## config.mk

```make
export PLATFORM = sky130hd
export DESIGN_NAME = aes_key_expand
export DESIGN_NICKNAME = d
export VERILOG_FILES = /design/src/rtl/aes_pkg.sv /design/src/rtl/aes_sbox.sv /design/src/rtl/aes_key_expand.sv
export SDC_FILE = /design/constraint.sdc
export NUM_CORES = 2
export LEC_CHECK = 0
export ABC_AREA = 0
export CORE_MARGIN = 2
export CORE_UTILIZATION = 50
export CTS_BUF_LIST = sky130_fd_sc_hd__clkbuf_4 sky130_fd_sc_hd__clkbuf_8
export CTS_CLUSTER_DIAMETER = 80
export DETAILED_ROUTE_END_ITERATION = 7
export PLACE_DENSITY = 0.73
export SLEW_MARGIN = 20
export SYNTH_ARGS = -nofsm -noshare
export SYNTH_HDL_FRONTEND = slang
export SYNTH_SLANG_ARGS = --single-unit
```

## constraint.sdc

```tcl
create_clock -name clk -period 12.8 [get_ports clk]
set_input_delay 2.56 -clock clk [delete_from_list [all_inputs] [get_ports clk]]
set_output_delay 2.56 -clock clk [all_outputs]
set_load 0.02 [all_outputs]
```

## src/rtl/aes_pkg.sv

```systemverilog
// Shared AES constants and types: word/round-key geometry, key-expansion
// FSM states, the Rcon table and the round-count helper.
package aes_pkg;

    localparam int unsigned WORD = 32;
    localparam int unsigned NB   = 4;

    typedef logic [WORD-1:0] word_t;

    typedef enum logic [1:0] {
        IDLE   = 2'd0,
        EXPAND = 2'd1,
        DRAIN  = 2'd2
    } state_e;

    // Rcon[1..10] stored at index 0..9; only the top byte of the word is non-zero
    localparam logic [9:0][7:0] RCON = {
        8'h36, 8'h1b, 8'h80, 8'h40, 8'h20,
        8'h10, 8'h08, 8'h04, 8'h02, 8'h01
    };

    // Number of cipher rounds for a key of nk words
    function automatic int unsigned nr(input int unsigned nk);
        return nk + 32'd6;
    endfunction

endpackage

```

## src/rtl/aes_sbox.sv

```systemverilog
// AES forward S-box, purely combinational.
// Ports: i_byte - input byte; o_byte_c - substituted byte (combinational).
module aes_sbox (
    input  logic [7:0] i_byte,
    output logic [7:0] o_byte_c
);

    // Entry 0 is the leftmost byte of the table
    localparam logic [0:255][7:0] SBOX = {
        128'h637c777bf26b6fc53001672bfed7ab76,
        128'hca82c97dfa5947f0add4a2af9ca472c0,
        128'hb7fd9326363ff7cc34a5e5f171d83115,
        128'h04c723c31896059a071280e2eb27b275,
        128'h09832c1a1b6e5aa0523bd6b329e32f84,
        128'h53d100ed20fcb15b6acbbe394a4c58cf,
        128'hd0efaafb434d338545f9027f503c9fa8,
        128'h51a3408f929d38f5bcb6da2110fff3d2,
        128'hcd0c13ec5f974417c4a77e3d645d1973,
        128'h60814fdc222a908846eeb814de5e0bdb,
        128'he0323a0a4906245cc2d3ac629195e479,
        128'he7c8376d8dd54ea96c56f4ea657aae08,
        128'hba78252e1ca6b4c6e8dd741f4bbd8b8a,
        128'h703eb5664803f60e613557b986c11d9e,
        128'he1f8981169d98e949b1e87e9ce5528df,
        128'h8ca1890dbfe6426841992d0fb054bb16
    };

    assign o_byte_c = SBOX[i_byte];

endmodule

```

## src/rtl/aes_key_expand.sv

```systemverilog
// AES key expansion (FIPS-197) producing one round key per NB words.
// Ports:
//   clk, rst          - clock, asynchronous active-high reset
//   key_i/key_valid_i/key_ready_o - cipher key handshake (w[0] in the MS word)
//   rk_o/rk_idx_o/rk_last_o/rk_valid_o/rk_ready_i - round key stream
module aes_key_expand
    import aes_pkg::*;
#(
    parameter int unsigned WORD = 32,
    parameter int unsigned NB   = 4,
    parameter int unsigned NK   = 4,
    parameter int unsigned NR   = NK + 6
) (
    input  logic                 clk,
    input  logic                 rst,
    input  logic [WORD*NK-1:0]   key_i,
    input  logic                 key_valid_i,
    output logic                 key_ready_o,
    output logic [WORD*NB-1:0]   rk_o,
    output logic [3:0]           rk_idx_o,
    output logic                 rk_last_o,
    output logic                 rk_valid_o,
    input  logic                 rk_ready_i
);

    localparam int unsigned NWORDS = NB * (NR + 1);
    localparam int unsigned IW     = 6;
    localparam int unsigned KW     = 3;

    if (WORD != 32 || NB != 4) begin : g_bad_geometry
        $error("aes_key_expand: only WORD=32 and NB=4 are supported");
    end
    if (!(NK == 4 || NK == 6 || NK == 8) || NR != nr(NK)) begin : g_bad_key_size
        $error("aes_key_expand: NK must be 4, 6 or 8 and NR must equal NK+6");
    end

    state_e               r_state, w_state_nxt;
    logic [IW-1:0]        r_i;
    logic [KW-1:0]        r_kcnt;       // i mod NK
    logic [3:0]           r_rcon_idx;   // (i/NK)-1 for the next Rcon use
    logic [3:0]           r_round;
    word_t [NK-1:0]       r_win;        // index 0 = w[i-NK], NK-1 = w[i-1]
    word_t [NB-2:0]       r_stage;
    logic [WORD*NB-1:0]   r_rk;
    logic [3:0]           r_rk_idx;
    logic                 r_rk_last;
    logic                 r_rk_valid;
    logic                 r_key_ready;

    logic                 w_key_hs, w_rk_hs, w_nbth, w_gen, w_last_word, w_in_key;
    word_t                w_prev, w_key_word, w_sub_in, w_sub_out, w_new;

    assign w_key_hs    = key_valid_i && r_key_ready;
    assign w_rk_hs     = r_rk_valid && rk_ready_i;
    assign w_nbth      = (r_i[1:0] == 2'(NB - 1));
    // Only the word that completes a round key can stall, on a full unconsumed output
    assign w_gen       = (r_state == EXPAND) && (!w_nbth || !r_rk_valid || rk_ready_i);
    assign w_last_word = (r_i == IW'(NWORDS - 1));
    assign w_in_key    = (r_i < IW'(NK));
    assign w_prev      = r_win[NK-1];
    assign w_sub_in    = (r_kcnt == '0) ? {w_prev[23:0], w_prev[31:24]} : w_prev;

    // SubWord: one S-box per byte
    for (genvar b = 0; b < 4; b++) begin : g_sub
        aes_sbox u_sbox (
            .i_byte   (w_sub_in[8*b +: 8]),
            .o_byte_c (w_sub_out[8*b +: 8])
        );
    end

    // Next word; while i < NK the window holds the raw key and is read in place
    always_comb begin
        w_key_word = '0;
        for (int j = 0; j < NK; j++) begin
            if (r_kcnt == KW'(j)) w_key_word = r_win[j];
        end
        w_new = r_win[0] ^ w_prev;
        if (w_in_key) begin
            w_new = w_key_word;
        end else if (r_kcnt == '0) begin
            w_new = r_win[0] ^ w_sub_out ^ {RCON[r_rcon_idx], 24'h0};
        end else if (NK == 8 && r_kcnt == KW'(4)) begin
            w_new = r_win[0] ^ w_sub_out;
        end
    end

    // FSM next state
    always_comb begin
        w_state_nxt = r_state;
        case (r_state)
            IDLE:    if (w_key_hs) w_state_nxt = EXPAND;
            EXPAND:  if (w_gen && w_last_word) w_state_nxt = DRAIN;
            DRAIN:   if (w_rk_hs && r_rk_last) w_state_nxt = IDLE;
            default: w_state_nxt = IDLE;
        endcase
    end

    // FSM state register
    always_ff @(posedge clk or posedge rst) begin
        if (rst) r_state <= IDLE;
        else     r_state <= w_state_nxt;
    end

    // Window, counters, staging and output register
    always_ff @(posedge clk or posedge rst) begin
        if (rst) begin
            r_key_ready <= 1'b0;
            r_i         <= '0;
            r_kcnt      <= '0;
            r_rcon_idx  <= '0;
            r_round     <= '0;
            r_win       <= '0;
            r_stage     <= '0;
            r_rk        <= '0;
            r_rk_idx    <= '0;
            r_rk_last   <= 1'b0;
            r_rk_valid  <= 1'b0;
        end else begin
            r_key_ready <= (w_state_nxt == IDLE);
            if (w_key_hs) begin
                for (int j = 0; j < NK; j++) begin
                    r_win[j] <= key_i[WORD*(NK-j)-1 -: WORD];
                end
                r_i        <= '0;
                r_kcnt     <= '0;
                r_rcon_idx <= '0;
                r_round    <= '0;
            end else if (w_gen) begin
                r_i    <= r_i + 1'b1;
                r_kcnt <= (r_kcnt == KW'(NK - 1)) ? '0 : r_kcnt + 1'b1;
                if (!w_in_key) begin
                    r_win <= {w_new, r_win[NK-1:1]};
                    if (r_kcnt == '0) r_rcon_idx <= r_rcon_idx + 1'b1;
                end
                if (!w_nbth) r_stage[r_i[1:0]] <= w_new;
            end

            if (w_gen && w_nbth) begin
                r_rk       <= {r_stage[0], r_stage[1], r_stage[2], w_new};
                r_rk_idx   <= r_round;
                r_rk_last  <= (r_round == 4'(NR));
                r_rk_valid <= 1'b1;
                r_round    <= r_round + 1'b1;
            end else if (w_rk_hs) begin
                r_rk_valid <= 1'b0;
            end
        end
    end

    assign key_ready_o = r_key_ready;
    assign rk_o        = r_rk;
    assign rk_idx_o    = r_rk_idx;
    assign rk_last_o   = r_rk_last;
    assign rk_valid_o  = r_rk_valid;

endmodule

```

After elaboration in Yosys (flattened, before gate mapping)
Memories as Yosys holds them, arrays and structs flattened.
Cells that the tools add are included.
- add/subtract/negate cells: 4
- multipliers: 0
- div/mod/pow operators: 0
- $lt $le $gt $ge: 8
- equality and inequality tests: 9
- shifts and indexed selects: 0
- multiplexer cells: 39
- bitwise logic cells: 9
- reductions and logical operators: 21
- operators with widths (operator ; count):
    128-bit two-way mux ; 3
    32-bit two-way mux ; 8
    96-bit bitwise mux ; 1
    32-bit bitwise XOR ; 3
    8-bit two-way mux ; 9
    32-bit demux with 2-bit select ; 1
    9-bit >= comparator (second input constant) ; 4
    8-bit NOT with 9-bit output ; 4
    4-bit two-way mux ; 6
    6-bit two-way mux ; 2
    3-bit two-way mux ; 3
    4-bit by 1-bit adder with 4-bit output (second input constant) ; 2
    2-bit nonzero test ; 4
    1-bit logical AND ; 7
    6-bit by 1-bit adder with 6-bit output (second input constant) ; 1
    3-bit by 2-bit == test with 1-bit output (second input constant) ; 2
    6-bit == test (second input constant) ; 1
    6-bit by 3-bit less-than comparator with 1-bit output (second input constant) ; 1
    2-bit two-way mux ; 3
    2-bit one-hot mux with 3 select lines ; 1
    3-bit AND reduction ; 2
    4-bit by 5-bit less-than comparator with 1-bit output (second input constant) ; 1
    2-bit == test (second input constant) ; 2
    4-bit == test (second input constant) ; 1
    other kinds (13) ; 18
- register bits: 378
- latch bits: 0
- bits in writable memories: 0
- ROM bits: 8320
- bits of input ports: 132
- output and inout bits: 135
- word-level logic and storage cells: 112
- memories kept: 5
- memory list (name ; words ; bits a word ; rd ports ; clocked after Yosys merged registers in ; write ports ; line ; text):
    (no name shown) ; 256 ; 8 ; 1 ; 0 ; 0 ; aes_sbox.sv:28 ; assign o_byte_c = SBOX[i_byte];
    (no name shown) ; 256 ; 8 ; 1 ; 0 ; 0 ; aes_sbox.sv:28 ;
    (no name shown) ; 256 ; 8 ; 1 ; 0 ; 0 ; aes_sbox.sv:28 ;
    (no name shown) ; 256 ; 8 ; 1 ; 0 ; 0 ; aes_sbox.sv:28 ;
    (no name shown) ; 16 ; 8 ; 1 ; 0 ; 0 ; aes_key_expand.sv:81 ; w_new = r_win[0] ^ w_sub_out ^ {RCON[r_rcon_idx], 24'h0};

Logic depth before layout (Yosys ltp)
- depth after elaboration: 13
- depth in mapped cells: 21
- gate-level depth less buffers: 15

Hierarchy
Synthesis repeated with hierarchy kept, for this count alone.
- cell total of the unflattened synthesis: 3960
- area total of the unflattened synthesis: 31204.9 um^2
- by module, submodules not included (module ; times used ; cells an instance ; area each (um^2) ; seq. area each (um^2)):
    aes_key_expand ; 1 ; 1832 ; 18337.6 ; 9459.1
    aes_sbox ; 4 ; 532 ; 3216.8 ; 0.0

Worst setup path before layout
Ideal clock, no wire load.
- kind: reg-to-reg
- from: register r_kcnt[0]
- to: register r_rk[24] (netlist: rk_o[24])
- library setup time: 0.125 ns
- data arrival time: 4.407 ns
- required time: 12.675 ns
- path slack: 8.268 ns
- cell stages (with the launch flop): 22
- path buffers: 6
- cells stage by stage: dfrtp_1 inv_1 ha_1 nand2b_4 buf_6 buf_6 buf_6 buf_4 buf_2 mux2i_1 inv_1 ha_1 buf_1 inv_1 o211a_1 a2111oi_0 a21oi_1 o311ai_1 a211oi_1 or4_1 and3_1 mux2_2
- word-level cells in the longest chain between the ends: 10
- elaborated cells between the ends (all ways): 17
- classes of those cells: eq/ne (3); mux (9); bitwise (3); reduce/logical (1); memory (1)
- ends and longest elaborated chain (item ; line ; text):
    start: declaration ; aes_key_expand.sv:39 ; logic [KW-1:0] r_kcnt;
    start signal: assignment ; aes_key_expand.sv:130 ; r_kcnt <= (r_kcnt == KW'(NK - 1)) ? '0 : r_kcnt + 1'b1;
    3-bit logical NOT ; aes_key_expand.sv:61, aes_key_expand.sv:75, aes_key_expand.sv:80 ;
    32-bit two-way mux ; aes_key_expand.sv:61 ; assign w_sub_in = (r_kcnt == '0) ? {w_prev[23:0], w_prev[31:24]} : w_prev;
    8-bit NOT with 9-bit output (not written as such) ; aes_sbox.sv:28 ;
    memory read 256 x 8 bit ; - ;
    8-bit two-way mux (not written as such) (2 in series) ; aes_sbox.sv:28 ;
    32-bit bitwise XOR (2 in series) ; aes_key_expand.sv:81 ;
    32-bit two-way mux ; aes_key_expand.sv:80 ; end else if (r_kcnt == '0) begin
    32-bit two-way mux * ; aes_key_expand.sv:78 ; if (w_in_key) begin
    end signal: assignment ; aes_key_expand.sv:139 ; r_rk <= {r_stage[0], r_stage[1], r_stage[2], w_new};
    end: declaration ; aes_key_expand.sv:44 ; logic [WORD*NB-1:0] r_rk;
Every way passes the cells marked *; elsewhere a longest branch is shown, timed or not. The select of a mux whose other input is x is not followed.
A chain may end at the register's enable or synchronous reset.

Worst setup path in the final report
- from: register r_kcnt[0]
- to: register r_stage[33] in the netlist's numbering
- word-level cells in the longest chain between the ends: 11
- elaborated cells between the ends (all ways): 18
- classes of those cells: eq/ne (3); mux (10); bitwise (3); reduce/logical (1); memory (1)
- ends and longest elaborated chain (item ; line ; text):
    3-bit logical NOT ; aes_key_expand.sv:61, aes_key_expand.sv:75, aes_key_expand.sv:80 ;
    32-bit two-way mux ; aes_key_expand.sv:61 ;
    8-bit NOT with 9-bit output (not written as such) ; aes_sbox.sv:28 ;
    memory read 256 x 8 bit ; - ;
    8-bit two-way mux (not written as such) (2 in series) ; aes_sbox.sv:28 ;
    32-bit bitwise XOR (2 in series) ; aes_key_expand.sv:81 ;
    32-bit two-way mux ; aes_key_expand.sv:80 ;
    32-bit two-way mux * ; aes_key_expand.sv:78 ;
    96-bit bitwise mux * ; aes_key_expand.sv:135 ; if (!w_nbth) r_stage[r_i[1:0]] <= w_new;
    end signal: indexed assignment ; aes_key_expand.sv:135 ;
    end: declaration ; aes_key_expand.sv:43 ; word_t [NB-2:0] r_stage;
Marks and branches as above.

==> summary.txt <==
share of cells above drive strength 1 - 10.2%
Worst Setup Slack, final - 6.11 ns
RSZ-0062 raised after global routing - no
first-pass GRT wire length - 263000 um
core area - 67300 um2
initial antenna violation count - 10
FP Rows - 95
Hold Path Class - flop to flop
clk slew on worst S/H paths - 0.06 ns
most common cell after layout, fill and taps aside - nand2_1
post-CTS setup buffers - 0
CTS H-tree lvls - 2
Die W - 265 um
RR Startpoint - r_kcnt[0]
crit path capture type - flop
Post-Syn Instances - 4495
placed cell areas - 37000 um2
worst r2r path cells - 15
worst hold start - r_stage[83]
Initial Util - 50.5%
largest net degree at the start of global routing - 174
CTS tree - built
cell area after layout - 38400 um2
RD Place Congestion - 1.13
critical path's largest stage delay - 0.78 ns
CP Cell Sequence - inv_1 > ha_1 > buf_4 > and2b_4 > buf_12 > a21o_1 > ha_1 > inv_1 > o31ai_1 > a2111oi_0 > a311oi_1 > o221ai_1 > a221o_1 > o211ai_1 > a21oi_1
asr flop ratio synth - 100%
# clock sinks - 378
Mapped Avg Cell Area - 7.56 um2
Antenna Violating Nets Remaining - 0
Least-Margin Pin Slew - 1.27 ns
TritonRoute pass-1 iters - 8
number of enable flip-flop cells after synthesis - 0
Die Y - 265 um
Fill cells - 6057
Period minus WS final - 6.69 ns
total negative slack - 0 ns
Port Buf Inserts - 266
die area - 70000 um2
Yosys cell types - 115
Rel. slew slack - 15.1%
critical path startpoint category - flop
# resized after CTS - 0
Final setup viols - 0
Wirelength per Cell - 33.6 um
max-slew violations - 0
CTS buffer count - 60
mapped cell area - 34000 um2
Final Hold Vio Count - 0
slowest CP cell - o211ai_1
Post-synth top flop - dfrtp_1
clock buffer depth - 3
Post-layout nets - 4701
DP Wirelength - 124000 um
crit path DAT - 7.20 ns
Max-Cap Viols - 0
post-route DRC violation count - 11
drt total wl - 183000 um
Worst Path Required - 13.31 ns
Worst Hold End - rk_o[51]
number of global-route vias before repair - 38200
Mapped Nets - 4693
drt via density - 7.62
final clock skew - 0.0257 ns
FF+latch count, synth - 378
yosys warns - 0
Via Count - 41500
Crit Path Max Fanout - 109
critical path buffer and inverter count - 4
Post-Place Worst Slack - 6.22 ns
status - finished, violations left
GRT Util Overall - 50.0%
Root Buffer - clkbuf_8
CP top delay family - compound AO/OA/AOI/OAI gates
Area growth syn-to-layout - 13.1%
R2R Path End - r_stage[33]
r2r setup slk - 6.11 ns
Finished Core Util - 57.1%
critical setup path kind - flop to flop
worst hold stages - 2
Skew-Pair Late Insertion Delay - 0.69 ns
most frequent cells in the layout - 847 x nand2_1, 398 x nor2_1, 378 x dfrtp_1
Ports - 267
grt ovf - 0
fmax - 149 MHz
Post-CTS Hold Buffers - 0
failing checks - design-rule violations
sequential-to-total area share from yosys stat - 27.8%
period utilisation layout - 52.3%
initial DRC count - 7986
-- cell families (layout without fill, tap and decap cells) --
kind of cell | after synthesis | in the layout | synth area share (%)
and+or+nand+nor | 1734 | 1734 | 22.6
AOI/OAI and AO/OA | 1505 | 1505 | 31.7
buffers and inverters | 532 | 591 | 6.76
DFF | 378 | 378 | 27.8
muxes | 247 | 247 | 7.87
adders and majority gates | 66 | 66 | 2.43
xor gates and xnor gates | 33 | 33 | 0.851
other | 0 | 11 | 0
-- routing by layer --
metal / GRT usage (%) / part of all wire (%)
met4: 31.8 / 8.2
met1: 64.0 / 36
met2: 70.3 / 40
met5: 0 / 0.0071
met3: 19.4 / 15
-- cell usage after synthesis (all sizes together), types with 13 or more instances --
cell	instances	share of area (%)
clkbuf	282	3.1
o22ai	23	0.42
a21oi	247	3.7
inv	71	0.78
dfrtp	378	28
o21ai	214	3.2
a21o	37	0.82
a221o	28	0.83
xnor2	24	0.62
a22oi	14	0.31
o211a	17	0.50
a32oi	20	0.54
o311ai	37	0.95
nor2	401	4.4
a2111oi	31	0.83
o21a	15	0.33
and2	19	0.35
a221oi	67	1.7
o221ai	63	1.6
ha	66	2.4
o2111ai	25	0.64
or3	18	0.33
nand4	26	0.48
and3b	14	0.36
a31oi	187	3.5
a31o	13	0.34
a311oi	34	0.88
o32ai	20	0.54
nand2	853	9.4
o31ai	52	1.2
nor4	18	0.35
mux2i	139	4.2
nand2b	33	0.63
and3	32	0.59
nor3	91	1.4
nor2b	43	0.79
o211ai	110	2.5
nand3	124	1.8
buf	177	2.8
a211oi	102	2.3
mux2	107	3.6
a211o	41	1.1
-- registers in the layout, summed over array words and instances (netlist names), 2 cells and up --
register and cells:
rk_o 128, r_rcon_idx 4, r_round 4, r_kcnt 3, r_stage 96, w_prev 32, r_state 2, r_i 6
r_win 96, rk_idx_o 4
-- worst reg2reg max path: cells and delay by family, from the launching register on --
| family | cells | cell delay [ns] |
|---|---|---|
| buffers and inverters | 4 | 1.44 |
| AND/OR/NAND/NOR | 1 | 0.77 |
| flip-flops | 1 | 0.43 |
| AO/OA/AOI/OAI | 8 | 3.13 |
| adder cells (fa/ha/maj) | 2 | 0.76 |
-- final cells by class --
| type | instances | area, um2 | area share (%) |
|---|---|---|---|
| Inverter | 73 | 278 | 0.723 |
| Antenna cell | 11 | 27.5 | 0.0716 |
| Multi-Input combinational cell | 3585 | 22400 | 58.4 |
| Tap cell | 873 | 1090 | 2.84 |
| Clock buffer | 93 | 1160 | 3.02 |
| Clock inverter | 20 | 194 | 0.505 |
| Sequential cell | 378 | 9460 | 24.6 |
| Timing Repair Buffer | 405 | 3770 | 9.81 |
-- worst max-delay path by stage --
stage               startpoint          end  slack [ns]  cells past startpoint
detailed placement   r_kcnt[0]   r_stage[2]        6.22                     17
floorplan                  rst  key_ready_o        5.16                      1
finish               r_kcnt[0]  r_stage[33]        6.11                     15
global route         r_kcnt[0]  r_stage[71]        6.08                     17
CTS                  r_kcnt[0]   r_stage[2]        6.16                     17
global placement     r_kcnt[0]   r_stage[2]        6.36                     17
-- metrics by stage --
stage,std cells,hold slack [ns]
2_1_floorplan,4495,0.428
3_3_place_gp,5313,0.443
3_5_place_dp,5313,0.449
4_1_cts,5426,0.458
5_1_grt,5433,0.478
6_report,5438,0.470
Power is not shown: default switching activity piles up to over one toggle a cycle in this logic, so the estimate is an artifact.
